## config.mk

```make
export PLATFORM = sky130hd
export DESIGN_NAME = ifu_fetch_ctrl
export DESIGN_NICKNAME = d
export VERILOG_FILES = /design/src/rtl/ifu_fetch_ctrl.sv
export SDC_FILE = /design/constraint.sdc
export NUM_CORES = 1
export LEC_CHECK = 0
export BUFFER_PORTS_ARGS = -buffer_cell sky130_fd_sc_hd__buf_4
export CAP_MARGIN = 15
export CELL_PAD_IN_SITES_DETAIL_PLACEMENT = 1
export CELL_PAD_IN_SITES_GLOBAL_PLACEMENT = 1
export CORE_MARGIN = 2
export CORE_UTILIZATION = 35
export DETAILED_ROUTE_END_ITERATION = 6
export GPL_ROUTABILITY_DRIVEN = 0
export PLACE_DENSITY = 0.7
export SLEW_MARGIN = 20
export SYNTH_ARGS = -nofsm -noshare
export SYNTH_HDL_FRONTEND = slang
export SYNTH_SLANG_ARGS = --single-unit
```

## constraint.sdc

```tcl
create_clock -name clk -period 7.6 [get_ports clk]
set_clock_uncertainty 0.1 [all_clocks]
set_input_delay 1.52 -clock clk [delete_from_list [all_inputs] [get_ports clk]]
set_output_delay 1.52 -clock clk [all_outputs]
set_load 0.01 [all_outputs]
```

## src/rtl/ifu_fetch_ctrl.sv

```systemverilog
// ---------------------------------------------------------------------------
// ifu_fetch_ctrl
// Instruction-fetch controller. Owns the fetch PC, drives a combinational
// instruction ROM and buffers {pc, instr} pairs in a small prefetch queue.
// Decode drains the queue through a valid/ready handshake.
//
// Handshake: a transfer happens on a rising edge where out_valid and
// out_ready are both high and redirect_valid is low. out_valid never
// depends on out_ready. The head entry (out_pc/out_instr) only changes
// on a transfer, on a push into an empty queue, on a flush or on reset.
//
// Ports:
//   clk            in   system clock, all state on rising edge
//   rst_n          in   synchronous active-low reset
//   im_pc          out  ROM byte address (always the fetch PC)
//   im_instr       in   ROM data for im_pc, same cycle
//   redirect_valid in   load redirect_pc as fetch PC, flush queue
//   redirect_pc    in   redirect target byte address
//   halt           in   suspend new fetches, queue keeps draining
//   out_valid      out  head entry valid
//   out_ready      in   decode accepts head
//   out_pc         out  PC of head entry (0 when queue empty)
//   out_instr      out  instruction of head entry (0 when queue empty)
//   fetch_fault    out  fault reached and all older instructions drained
//   fault_pc       out  offending fetch PC
//   instr_count    out  number of completed handshakes
//   dbg_state      out  FSM state (0 RUN, 1 HALTED, 2 FAULT)
// ---------------------------------------------------------------------------
module ifu_fetch_ctrl #(
    parameter logic [31:0] RESET_PC = 32'h0000_3000,
    parameter int          IM_WORDS = 4096,
    parameter int          DEPTH    = 2
) (
    input  logic        clk,
    input  logic        rst_n,
    output logic [31:0] im_pc,
    input  logic [31:0] im_instr,
    input  logic        redirect_valid,
    input  logic [31:0] redirect_pc,
    input  logic        halt,
    output logic        out_valid,
    input  logic        out_ready,
    output logic [31:0] out_pc,
    output logic [31:0] out_instr,
    output logic        fetch_fault,
    output logic [31:0] fault_pc,
    output logic [31:0] instr_count,
    output logic [1:0]  dbg_state
);

    localparam int PTR_W = (DEPTH > 1) ? $clog2(DEPTH) : 1;
    localparam int CNT_W = $clog2(DEPTH + 1);
    localparam logic [CNT_W-1:0] DEPTH_C    = CNT_W'(DEPTH);
    localparam logic [31:0]      IM_WORDS_C = 32'(IM_WORDS);

    localparam logic [1:0] ST_RUN    = 2'd0;
    localparam logic [1:0] ST_HALTED = 2'd1;
    localparam logic [1:0] ST_FAULT  = 2'd2;

    logic [1:0]       r_state;
    logic [31:0]      r_fetch_pc;
    logic [31:0]      r_fault_pc;
    logic [31:0]      r_instr_count;
    logic [PTR_W-1:0] r_rd_ptr;
    logic [PTR_W-1:0] r_wr_ptr;
    logic [CNT_W-1:0] r_count;
    logic [31:0]      r_q_pc    [DEPTH];
    logic [31:0]      r_q_instr [DEPTH];

    logic w_bad_pc;
    logic w_empty;
    logic w_pop;
    logic w_push;

    // Misaligned or beyond the last ROM word.
    assign w_bad_pc = (r_fetch_pc[1:0] != 2'b00) || ((r_fetch_pc >> 2) >= IM_WORDS_C);
    assign w_empty  = (r_count == '0);
    assign w_pop    = !w_empty && out_ready && !redirect_valid;
    // A full queue may still accept a push when the head leaves this cycle.
    assign w_push   = (r_state == ST_RUN) && !halt && !redirect_valid && !w_bad_pc &&
                      ((r_count < DEPTH_C) || w_pop);

    assign im_pc       = r_fetch_pc;
    assign out_valid   = !w_empty;
    assign out_pc      = w_empty ? 32'h0 : r_q_pc[r_rd_ptr];
    assign out_instr   = w_empty ? 32'h0 : r_q_instr[r_rd_ptr];
    // Reported only once every older instruction has left the queue.
    assign fetch_fault = (r_state == ST_FAULT) && w_empty;
    assign fault_pc    = r_fault_pc;
    assign instr_count = r_instr_count;
    assign dbg_state   = r_state;

    // Control state.
    always_ff @(posedge clk) begin
        if (!rst_n) begin
            r_state       <= ST_RUN;
            r_fetch_pc    <= RESET_PC;
            r_fault_pc    <= 32'h0;
            r_instr_count <= 32'h0;
            r_rd_ptr      <= '0;
            r_wr_ptr      <= '0;
            r_count       <= '0;
        end else if (redirect_valid) begin
            r_state    <= ST_RUN;
            r_fetch_pc <= redirect_pc;
            r_fault_pc <= 32'h0;
            r_rd_ptr   <= '0;
            r_wr_ptr   <= '0;
            r_count    <= '0;
        end else begin
            if (w_pop) begin
                r_rd_ptr      <= r_rd_ptr + PTR_W'(1);
                r_instr_count <= r_instr_count + 32'd1;
            end
            if (w_push) begin
                r_wr_ptr   <= r_wr_ptr + PTR_W'(1);
                r_fetch_pc <= r_fetch_pc + 32'd4;
            end
            case ({w_push, w_pop})
                2'b10:   r_count <= r_count + CNT_W'(1);
                2'b01:   r_count <= r_count - CNT_W'(1);
                default: r_count <= r_count;
            endcase

            // FAULT is left only through redirect or reset.
            if (r_state != ST_FAULT) begin
                if (halt) begin
                    r_state <= ST_HALTED;
                end else if (r_state == ST_RUN && w_bad_pc) begin
                    r_state    <= ST_FAULT;
                    r_fault_pc <= r_fetch_pc;
                end else begin
                    r_state <= ST_RUN;
                end
            end
        end
    end

    // Queue storage; contents are masked by the count, so no reset needed.
    always_ff @(posedge clk) begin
        if (rst_n && w_push) begin
            r_q_pc[r_wr_ptr]    <= r_fetch_pc;
            r_q_instr[r_wr_ptr] <= im_instr;
        end
    end

endmodule

```

==> results by group <==
Floorplanning
  – Placeable Area: about 0.026 mm^2
  – Top-Level Pins: 233
  – Num rows: 59
  – Die Wd: about 170 um
  – DIE HEIGHT: around 170 um
  – Initial Utilization: between 30% and 40%
  – Die area: 0.0274 mm^2

Route
  – Post-detailed-route count of antenna-violating nets: 0
  – DRC: 0
  – Vias per cell: around 5
  – Vias: 6563
  – 1st-iter DRT viols: 294
  – Avg WL per Cell: 19.0 um
  – Final wirelength: 25200 um
  – DR pass1 iterations: 4

Synth
  – Mean post-synth cell area: 12.3 um^2
  – Top cells by area, synth: edfxtp_1 42%, dfxtp_1 23%, mux2i_1 13%, nor2_1 5.9%, xnor2_1 1.5%
  – Synth warn: 0
  – FFs w/ async S/R, synth: 0%
  – Netlist Area Pre-Place: roughly 0.009 mm^2
  – Gate Count Post-Synth: roughly 740
  – Distinct cells, synth: 49
  – Top cell type's share of synthesized area: 42.0%
  – Register area share after synthesis: around 65%
  – Synth Flop Type: edfxtp_1
  – Number of synthesized register bits: 231
  – Post-synth EDFFs: between 100 and 150
  – Mapped Nets: 814
  – Area leader, netlist: edfxtp_1

GRT
  – Routing usage on met1: 23.9%
  – Pin count of the biggest net entering global routing: between 60 and 70
  – Total grt overflow: 0
  – First-pass GRT wire length: 39400 um
  – Initial antenna violation count: 0
  – All-Layer GR Usage: 17.9%
  – Met3 Usage GRT: 4.44%
  – Grt met2 use: 29.7%
  – Grt peak-use layer: met2
  – Vias in the first global route: about 6700

Critical path
  – Crit path depth: 7
  – R2R depth: 6
  – WS Path Type: in -> reg
  – Element type at the critical path end: register
  – Cell breakdown of the critical path: buf_4 > inv_1 > nand3_1 > nor3_2 > inv_2 > nor3_2 > buf_4
  – Worst path bufs/invs: 4
  – CP max FO: between 60 and 70
  – Max stage delay on crit path: roughly 0.71 ns
  – Top cell family by delay on the critical path: buffers and inverters
  – Worst Setup Start Kind: input pin
  – Worst EP required: 7.63 ns
  – Critical path arrival: between 4 and 5 ns
  – CP max stage cell: nor3_2

Pwr
  – PwrDens: 227 mW/mm^2
  – VDD IR max: 0.125 mV
  – Tot Pwr: 2.76 mW
  – Leak Pwr: 4.71 nW

Timing
  – Slew at the pin with the worst max-slew slack: 0.928 ns
  – Slew margin rel.: 38.1%
  – Post-layout min period: 4.39 ns
  – Unrepaired setup endpoints after global routing: no
  – Final period util: 57.7%
  – # setup viols final: 0
  – Post-route setup slack: 3.22 ns
  – Achievable Freq: approximately 230 MHz
  – Final Hold Vio Count: 0
  – Final-report max-slew violation count: 0
  – Aggregate negative setup slack: 0 ns

Clock network
  – CTS Buffer Depth: 3
  – Post-CTS setup buffer count: 0
  – Worst skew pair latency: 0.52 ns
  – Hold-fix buffers, CTS: 0
  – CTS clk-pin slew, worst paths: 0.06 ns
  – H-tree Lvls: 1
  – Cts bufs inserted: 26
  – # clock sinks: between 200 and 250
  – TritonCTS clock tree: done
  – Root buf cell: clkbuf_16
  – Resized cells post-CTS: 0

Placement
  – Placed wire-length estimate: 16800 um
  – Buffers on Ports: 232
  – Worst slack at placement: 2.71 ns

Cells and area
  – Synth-to-layout area growth: 32.6%
  – Nets: ~1000
  – Share of cells above drive strength 1: between 20 and 30%

Min path
  – Hold Crit Class: reg -> reg
  – WHS Path Cells: 2

Run status
  – Status: complete, no violations

Flow run
  – Max-cap check violation count: 0
## cell families after synthesis
logic type | share of synthesized area (%)
AOI/OAI and AO/OA | 3.80
xor gates and xnor gates | 2.68
adders and majority gates | 0.547
buffers and inverters | 2.13
DFF | 64.6
muxes | 12.8
and+or+nand+nor | 13.5
## tightest hold or removal path, cell delays in order (launching register included)
cell	delay, ns
dfxtp_1	0.32
mux2i_1	0.07
nor2_1	0.07
## per-layer routing
| layer | up-vias | wire (um) |
|---|---|---|
| met4 | 0 | 338 |
| met1 | 3219 | 11400 |
| met2 | 187 | 11800 |
| met5 | - | 0 |
| met3 | 30 | 1680 |
| li1 | 3127 | - |
## worst paths after layout
check	from	endpoint	slack [ns]
max	redirect_valid	r_q_pc[0][10]$_DFFE_PP_	3.22
min	fault_pc[29]$_SDFFE_PP0P_	fault_pc[29]$_SDFFE_PP0P_	0.40
max reg2reg	im_pc[16]$_SDFFE_PN0P_	r_q_pc[0][10]$_DFFE_PP_	3.90
min reg2reg	fault_pc[29]$_SDFFE_PP0P_	fault_pc[29]$_SDFFE_PP0P_	0.40
## flip-flops by register name, summed over array words and instances (netlist names), named ones only
signal	count
r_q_instr	64
r_q_pc	64
r_count	2
r_wr_ptr	1
r_rd_ptr	1
instr_count	32
dbg_state	2
im_pc	32
fault_pc	32
## metrics by stage
step / std cells / cell area (um^2) / hold slack (ns) / util (%)
detailed placement: 1277 / 11300 / 0.387 / 43.6
floorplan: 741 / 9150 / 0.381 / -
global placement: 1275 / 11200 / 0.380 / 43.4
CTS: 1325 / 12100 / 0.401 / 46.9
finish: 1326 / 12100 / 0.398 / 47.0
global route: 1325 / 12100 / 0.427 / 46.9
## final cells by class
cell class / count / area (um^2)
fillers: 2756 / 13700
flip-flops and latches: 231 / 5910
multi-input cells: 464 / 3070
repair buffers: 238 / 1820
clock buffers: 36 / 729
well taps: 335 / 419
clock inverters: 12 / 145
inverters: 9 / 33.8
diodes: 1 / 2.50
## cell usage after synthesis, types with 3 or more instances
library cell	n
a21oi_1	17
and2_1	7
and3_1	7
and4_1	9
buf_1	9
buf_2	3
clkbuf_1	22
dfxtp_1	103
edfxtp_1	128
ha_1	4
inv_1	7
mux2i_1	116
nand2_1	31
nand3_1	14
nand4_1	14
nor2_1	145
nor3_1	7
nor4_1	11
o21a_1	3
o21ai_0	11
o31a_1	3
or3_1	10
xnor2_1	16
xor2_1	12
## layout by cell type, fill, tap and decap left out, types with 16 or more instances in the layout
cell type	count
nor2_1	144
nand2_1	30
clkbuf_16	27
a21oi_1	17
edfxtp_1	128
mux2i_1	116
xnor2_1	16
dfxtp_1	102
buf_4	236
## where the power goes
group	switching, mW	internal (mW)
Combinational	0.0679	0.0652
Sequential	0.0248	1.33
Clock	0.495	0.774
Power figures use the tool's default switching activity.
